`src/rtl/sup1_pkg.sv`:
```
// Shared definitions for the SUP-1 control sequencer: opcodes, T-states and ctrl bit layout.
// Conditional jumps (JC/JZ) are enabled by defining CONDJMP_EN.
package sup1_pkg;

  localparam int OP_W      = 4;
  localparam int T_W       = 3;
  localparam int MAX_STEPS = 5;
  localparam int CTRL_W    = 15;

  localparam logic [OP_W-1:0] OP_NOP = 4'h0;
  localparam logic [OP_W-1:0] OP_LDA = 4'h1;
  localparam logic [OP_W-1:0] OP_ADD = 4'h2;
  localparam logic [OP_W-1:0] OP_SUB = 4'h3;
  localparam logic [OP_W-1:0] OP_STA = 4'h4;
  localparam logic [OP_W-1:0] OP_LDI = 4'h5;
  localparam logic [OP_W-1:0] OP_JMP = 4'h6;
  localparam logic [OP_W-1:0] OP_JC  = 4'h7;
  localparam logic [OP_W-1:0] OP_JZ  = 4'h8;
  localparam logic [OP_W-1:0] OP_OUT = 4'hE;
  localparam logic [OP_W-1:0] OP_HLT = 4'hF;

  typedef enum logic [T_W-1:0] {
    T0 = 3'd0,
    T1 = 3'd1,
    T2 = 3'd2,
    T3 = 3'd3,
    T4 = 3'd4
  } tstate_e;

  // ctrl = {mi,ro,ri,io,ii,ai,ao,bi,eo,su,fi,oi,ce,co,j}
  localparam int B_MI = 14;
  localparam int B_RO = 13;
  localparam int B_RI = 12;
  localparam int B_IO = 11;
  localparam int B_II = 10;
  localparam int B_AI = 9;
  localparam int B_AO = 8;
  localparam int B_BI = 7;
  localparam int B_EO = 6;
  localparam int B_SU = 5;
  localparam int B_FI = 4;
  localparam int B_OI = 3;
  localparam int B_CE = 2;
  localparam int B_CO = 1;
  localparam int B_J  = 0;

  localparam logic [CTRL_W-1:0] C_MI = CTRL_W'(1) << B_MI;
  localparam logic [CTRL_W-1:0] C_RO = CTRL_W'(1) << B_RO;
  localparam logic [CTRL_W-1:0] C_RI = CTRL_W'(1) << B_RI;
  localparam logic [CTRL_W-1:0] C_IO = CTRL_W'(1) << B_IO;
  localparam logic [CTRL_W-1:0] C_II = CTRL_W'(1) << B_II;
  localparam logic [CTRL_W-1:0] C_AI = CTRL_W'(1) << B_AI;
  localparam logic [CTRL_W-1:0] C_AO = CTRL_W'(1) << B_AO;
  localparam logic [CTRL_W-1:0] C_BI = CTRL_W'(1) << B_BI;
  localparam logic [CTRL_W-1:0] C_EO = CTRL_W'(1) << B_EO;
  localparam logic [CTRL_W-1:0] C_SU = CTRL_W'(1) << B_SU;
  localparam logic [CTRL_W-1:0] C_FI = CTRL_W'(1) << B_FI;
  localparam logic [CTRL_W-1:0] C_OI = CTRL_W'(1) << B_OI;
  localparam logic [CTRL_W-1:0] C_CE = CTRL_W'(1) << B_CE;
  localparam logic [CTRL_W-1:0] C_CO = CTRL_W'(1) << B_CO;
  localparam logic [CTRL_W-1:0] C_J  = CTRL_W'(1) << B_J;

endpackage

```
`src/rtl/control_decode.sv`:
```
// Combinational microcode: (tstate, opcode, flags) -> ctrl strobes and end-of-instruction flag.
// JC/JZ decode only when CONDJMP_EN is defined; otherwise they fall through as NOP.
module control_decode
  import sup1_pkg::*;
(
  input  tstate_e           tstate,
  input  logic [OP_W-1:0]   opcode,
  input  logic              flag_c,
  input  logic              flag_z,
  output logic [CTRL_W-1:0] ctrl,
  output logic              last_step
);

  logic has_exec;

  always_comb begin
    has_exec = 1'b1;
    case (opcode)
      OP_LDA, OP_ADD, OP_SUB, OP_STA, OP_LDI, OP_JMP, OP_OUT, OP_HLT: has_exec = 1'b1;
`ifdef CONDJMP_EN
      OP_JC, OP_JZ: has_exec = 1'b1;
`endif
      default: has_exec = 1'b0;
    endcase
  end

`ifndef CONDJMP_EN
  logic unused_flags;
  assign unused_flags = flag_c ^ flag_z;
`endif

  always_comb begin
    ctrl      = '0;
    last_step = 1'b0;
    case (tstate)
      T0: ctrl = C_CO | C_MI;
      T1: begin
        ctrl      = C_RO | C_II | C_CE;
        last_step = ~has_exec;
      end
      default: begin
        // Unreachable opcode/step pairs end the instruction so the counter recovers.
        last_step = 1'b1;
        case (opcode)
          OP_LDA: begin
            if (tstate == T2) begin ctrl = C_IO | C_MI; last_step = 1'b0; end
            else if (tstate == T3) ctrl = C_RO | C_AI;
          end
          OP_ADD, OP_SUB: begin
            if (tstate == T2) begin ctrl = C_IO | C_MI; last_step = 1'b0; end
            else if (tstate == T3) begin ctrl = C_RO | C_BI; last_step = 1'b0; end
            else if (tstate == T4) ctrl = C_EO | C_AI | C_FI | ((opcode == OP_SUB) ? C_SU : '0);
          end
          OP_STA: begin
            if (tstate == T2) begin ctrl = C_IO | C_MI; last_step = 1'b0; end
            else if (tstate == T3) ctrl = C_AO | C_RI;
          end
          OP_LDI: if (tstate == T2) ctrl = C_IO | C_AI;
          OP_JMP: if (tstate == T2) ctrl = C_IO | C_J;
          OP_OUT: if (tstate == T2) ctrl = C_AO | C_OI;
`ifdef CONDJMP_EN
          OP_JC:  if (tstate == T2 && flag_c) ctrl = C_IO | C_J;
          OP_JZ:  if (tstate == T2 && flag_z) ctrl = C_IO | C_J;
`endif
          default: ;
        endcase
      end
    endcase
  end

endmodule

```
`src/rtl/control_sequencer.sv`:
```
// SUP-1 microstep sequencer: T-state counter and halt latch around the control_decode microcode.
// Build with CONDJMP_EN defined to enable JC/JZ.
//
// state | meaning
// T0    | fetch: PC -> MAR
// T1    | fetch: RAM -> IR, PC++ (NOP ends here)
// T2    | execute step 1 (LDI/JMP/OUT/HLT/JC/JZ end here)
// T3    | execute step 2 (LDA/STA end here)
// T4    | execute step 3 (ADD/SUB)
module control_sequencer
  import sup1_pkg::*;
(
  input  logic              clk,
  input  logic              rst,
  input  logic [7:0]        instr,
  input  logic              flag_c,
  input  logic              flag_z,
  output logic [CTRL_W-1:0] ctrl,
  output logic [T_W-1:0]    tstate,
  output logic              halted
);

  tstate_e           state_q, state_d;
  logic              halted_q, halted_d;
  logic [OP_W-1:0]   opcode;
  logic [CTRL_W-1:0] dec_ctrl;
  logic              last_step;
  logic              unused_operand;

  assign opcode         = instr[7:4];
  assign unused_operand = ^instr[3:0];

  control_decode u_decode (
    .tstate    (state_q),
    .opcode    (opcode),
    .flag_c    (flag_c),
    .flag_z    (flag_z),
    .ctrl      (dec_ctrl),
    .last_step (last_step)
  );

  always_ff @(posedge clk or posedge rst) begin
    if (rst) begin
      state_q  <= T0;
      halted_q <= 1'b0;
    end else begin
      state_q  <= state_d;
      halted_q <= halted_d;
    end
  end

  always_comb begin
    state_d  = state_q;
    halted_d = halted_q;
    if (!halted_q) begin
      if (last_step || (state_q >= tstate_e'(T_W'(MAX_STEPS - 1))))
        state_d = T0;
      else
        state_d = tstate_e'(state_q + T_W'(1));
      if (state_q == T2 && opcode == OP_HLT)
        halted_d = 1'b1;
    end
  end

  // Strobes are gated by the raw reset so nothing leaks out while rst is held.
  assign ctrl   = (rst || halted_q) ? '0 : dec_ctrl;
  assign tstate = state_q;
  assign halted = halted_q;

  bus_onehot: assert property (@(posedge clk) disable iff (rst)
    $onehot0({ctrl[B_RO], ctrl[B_IO], ctrl[B_AO], ctrl[B_EO], ctrl[B_CO]}));

endmodule

```
`config.mk`:
```
export PLATFORM = sky130hd
export DESIGN_NAME = control_sequencer
export DESIGN_NICKNAME = d
export VERILOG_FILES = /design/src/rtl/sup1_pkg.sv /design/src/rtl/control_decode.sv /design/src/rtl/control_sequencer.sv
export SDC_FILE = /design/constraint.sdc
export NUM_CORES = 1
export LEC_CHECK = 0
export BUFFER_PORTS_ARGS = -buffer_cell sky130_fd_sc_hd__buf_2
export CORE_MARGIN = 1.5
export CORE_UTILIZATION = 45
export DETAILED_ROUTE_END_ITERATION = 8
export HOLD_SLACK_MARGIN = 0.02
export PLACE_DENSITY_LB_ADDON = 0.3
export SYNTH_ARGS = -nofsm -noshare
export SYNTH_HDL_FRONTEND = slang
export SYNTH_HIERARCHICAL = 1
export SYNTH_SLANG_ARGS = --single-unit
```
`constraint.sdc`:
```
create_clock -name clk -period 2.1 [get_ports clk]
set_clock_uncertainty 0.2 [all_clocks]
set_input_delay 0.42 -clock clk [delete_from_list [all_inputs] [get_ports clk]]
set_output_delay 0.42 -clock clk [all_outputs]
set_load 0.03 [all_outputs]
```
==> results.toml <==
[clock_network]
cts_tree = "done"
cts.sinks = 4
clk_latency_ns = 0.23
ctsRootBufferMaster = "clkbuf_4"
cts.path.max_buffers = 2
clk_pin_slew_ns = 0.04
htree_levels = 1
cts_buffers = 3

[grt]
grtUsageMet3_pct = 4.79
grt_overflow = 0
grt_pass1_vias = 569
grt_usage_pct = 22.6
grt_max_degree = 16
globalRouteMet1Util_pct = 28.2
antenna_found_initial = 0
grt-busiest-layer = "met2"
grt_util_met2_pct = 39.8
grt_first_pass_wirelength_um = 2500

[sta]
layout_setup_ws_ns = -0.192
slew_viol_final = 0
relSlewSlack_pct = 69.3
period_share_pct = 109
period_minus_slack_ns = 2.29
hold_viol = 0
worstMarginPinSlew_ns = 0.461
rsz0062_at_grt = "true"
finalSetupViolCount = 8
fmax_mhz = 436

[setup_path]
r2r-start = "tstate[0]"
cp_top_family = "simple AND/OR/NAND/NOR gates"
crit_arrival_ns = 1.67
cp_max_fo = 4
timing.critical_path.from = "tstate[2]"
critPathCaptureType = "output pin"
worst-path-buf-inv = 1
worstSetupPathType = "register to output pin"
slowest_delay_ns = 0.42
timing.rr.end = "tstate[0]"
crit_slowest_cell = "dfrtp_2"
crit_path_start_kind = "register"
crit_path_cell_trace = "or3b_4, nor4b_4, or2_1, and2_4, buf_6"
worstPathRequired_ns = 1.48
ff2ff_setup_slack_ns = 0.06
reg2reg_depth = 5

[min_path]
worstHoldStart = "instr[6]"
hp-class = "input pin to register"
hold_depth = 3
hold_end = "halted"

[placement]
port_buffers = 24
dpl.hpwl_um = 1190
place_congestion = 0.763
dp_slack_ns = -0.168

[logic_synthesis]
yosysTopAreaCell = "and2_1"
synthCells = 78
synth_fp_nets = 92
synth_edf_count = 0
ys_warn_count = 6
avgSynthCellArea_um2 = 8.47
yosysSeqAreaShare_pct = 15.2
yosys.cell_types.count = 38
ys_async_sr_fraction_pct = 100
syn_area_um2 = 661
synth_top_cell_area_share_pct = 15.2
synth.most_common_cell = "and2_1"
synth_seq_cells = 4
synthTopCellsByArea = "and2_1 15%, dfrtp_1 15%, nor4_2 5.7%"
synth_ff_type = "dfrtp_1"
synth_common_cells = "16 x and2_1, 4 x buf_4, 4 x dfrtp_1"

[drt]
drtAntennaViolNets = 0
drt_wl_total_um = 1780
wl_per_cell_um = 13.9
vias = 693
drt-initial-drc-count = 12
routed_via_density = 5.41
firstDrtPassIters = 4
drc_errors = 0

[die]
rows = 13
floorplan.initialDensity_pct = 49.5
num_io_pins = 31
fp.dieArea_mm2 = 0.00171
die_x_um = 41.3
die_y_um = 41.3
core_mm2 = 0.00133

[power]
ir_drop_v = 0.000858
leakagePower_nw = 0.505
powerDensity_mw_per_mm2 = 1020

[layout]
diodes = 0
layout.nets = 128
area_growth_pct = 62.5
finish.utilization_pct = 80.5
layout-drive-gt1-share_pct = 65.5

[run_status]
violations = "negative setup slack"
outcome = "complete, but fails checks"

[run]
maxCapViolations = 0
==> stage by stage <==
stage | setup TNS (ns) | instance area [µm²] | cells | hold slack [ns] | total power, W
2_1_floorplan | -0.0752 | 683 | 78 | -0.0141 | 0.000655
3_3_place_gp | -0.671 | 847 | 120 | 0.133 | 0.000779
3_5_place_dp | -0.905 | 847 | 120 | 0.135 | 0.000802
4_1_cts | -0.776 | 975 | 127 | 0.404 | 0.000952
5_1_grt | -1.79 | 1070 | 128 | 0.414 | 0.00117
6_report | -0.989 | 1070 | 128 | 0.405 | 0.00110
==> report_power, final <==
| group | switching, W | internal (W) |
|---|---|---|
| logic | 0.000426 | 0.000371 |
| clock network | 0.0000326 | 0.0000714 |
| registers | 0.0000814 | 0.000117 |
| total | 0.000540 | 0.000559 |
==> layout by cell type (no fill, tap or decap), types with 3 or more instances in the layout <==
master,netlist,layout
buf_4,4,15
buf_6,3,11
buf_2,1,10
and2_1,16,9
and2_4,0,5
clkbuf_4,0,5
dfrtp_2,0,4
inv_1,3,3
nand2b_4,0,3
==> worst max-delay path by stage <==
stage / to / slack [ns] / cells after the start
floorplan: ctrl[14] / -0.08 / 5
global placement: ctrl[14] / -0.15 / 6
detailed placement: ctrl[14] / -0.17 / 6
CTS: ctrl[14] / -0.20 / 5
global route: ctrl[14] / -0.25 / 5
finish: ctrl[14] / -0.19 / 5
==> area by class of cell <==
type / count / area (µm²)
inverters: 5 / 18.8
fillers: 87 / 260
well taps: 15 / 18.8
multi-input cells: 60 / 573
repair buffers: 40 / 332
flip-flops and latches: 4 / 105
clock buffers: 4 / 26.3
==> worst min-delay path, cell delays in order <==
cell	delay, ns
buf_2	0.10
buf_6	0.12
a31o_1	0.15
==> flip-flops by register name (all words and copies together) (netlist names) <==
register	flops
tstate	3
halted	1
==> per-layer routing <==
| metal | share of wire, % | wire length, µm |
|---|---|---|
| met4 | 0 | 0 |
| met5 | 0 | 0 |
| met1 | 45 | 794 |
| met3 | 1.7 | 31 |
| met2 | 53 | 951 |
==> logic make-up (layout without fill, tap and decap cells) <==
family	count (synthesis)	after routing	share of synthesized area (%)
and+or+nand+nor	44	44	51.1
buffers and inverters	14	49	13.8
AOI/OAI and AO/OA	13	13	14.8
DFF	4	4	15.2
adders and majority gates	2	2	3.79
xor gates and xnor gates	1	1	1.33
==> timing repair <==
item / in CTS / in global routing
gates resized for setup: 20 / 24
setup endpoints to repair: 12 / 18
hold buffers: 1 / 0
buffers inserted: 2 / 2
hold endpoints to repair: 4 / 0
pin swaps: 4 / 8
No activity file was read; power rests on OpenSTA's default activity.
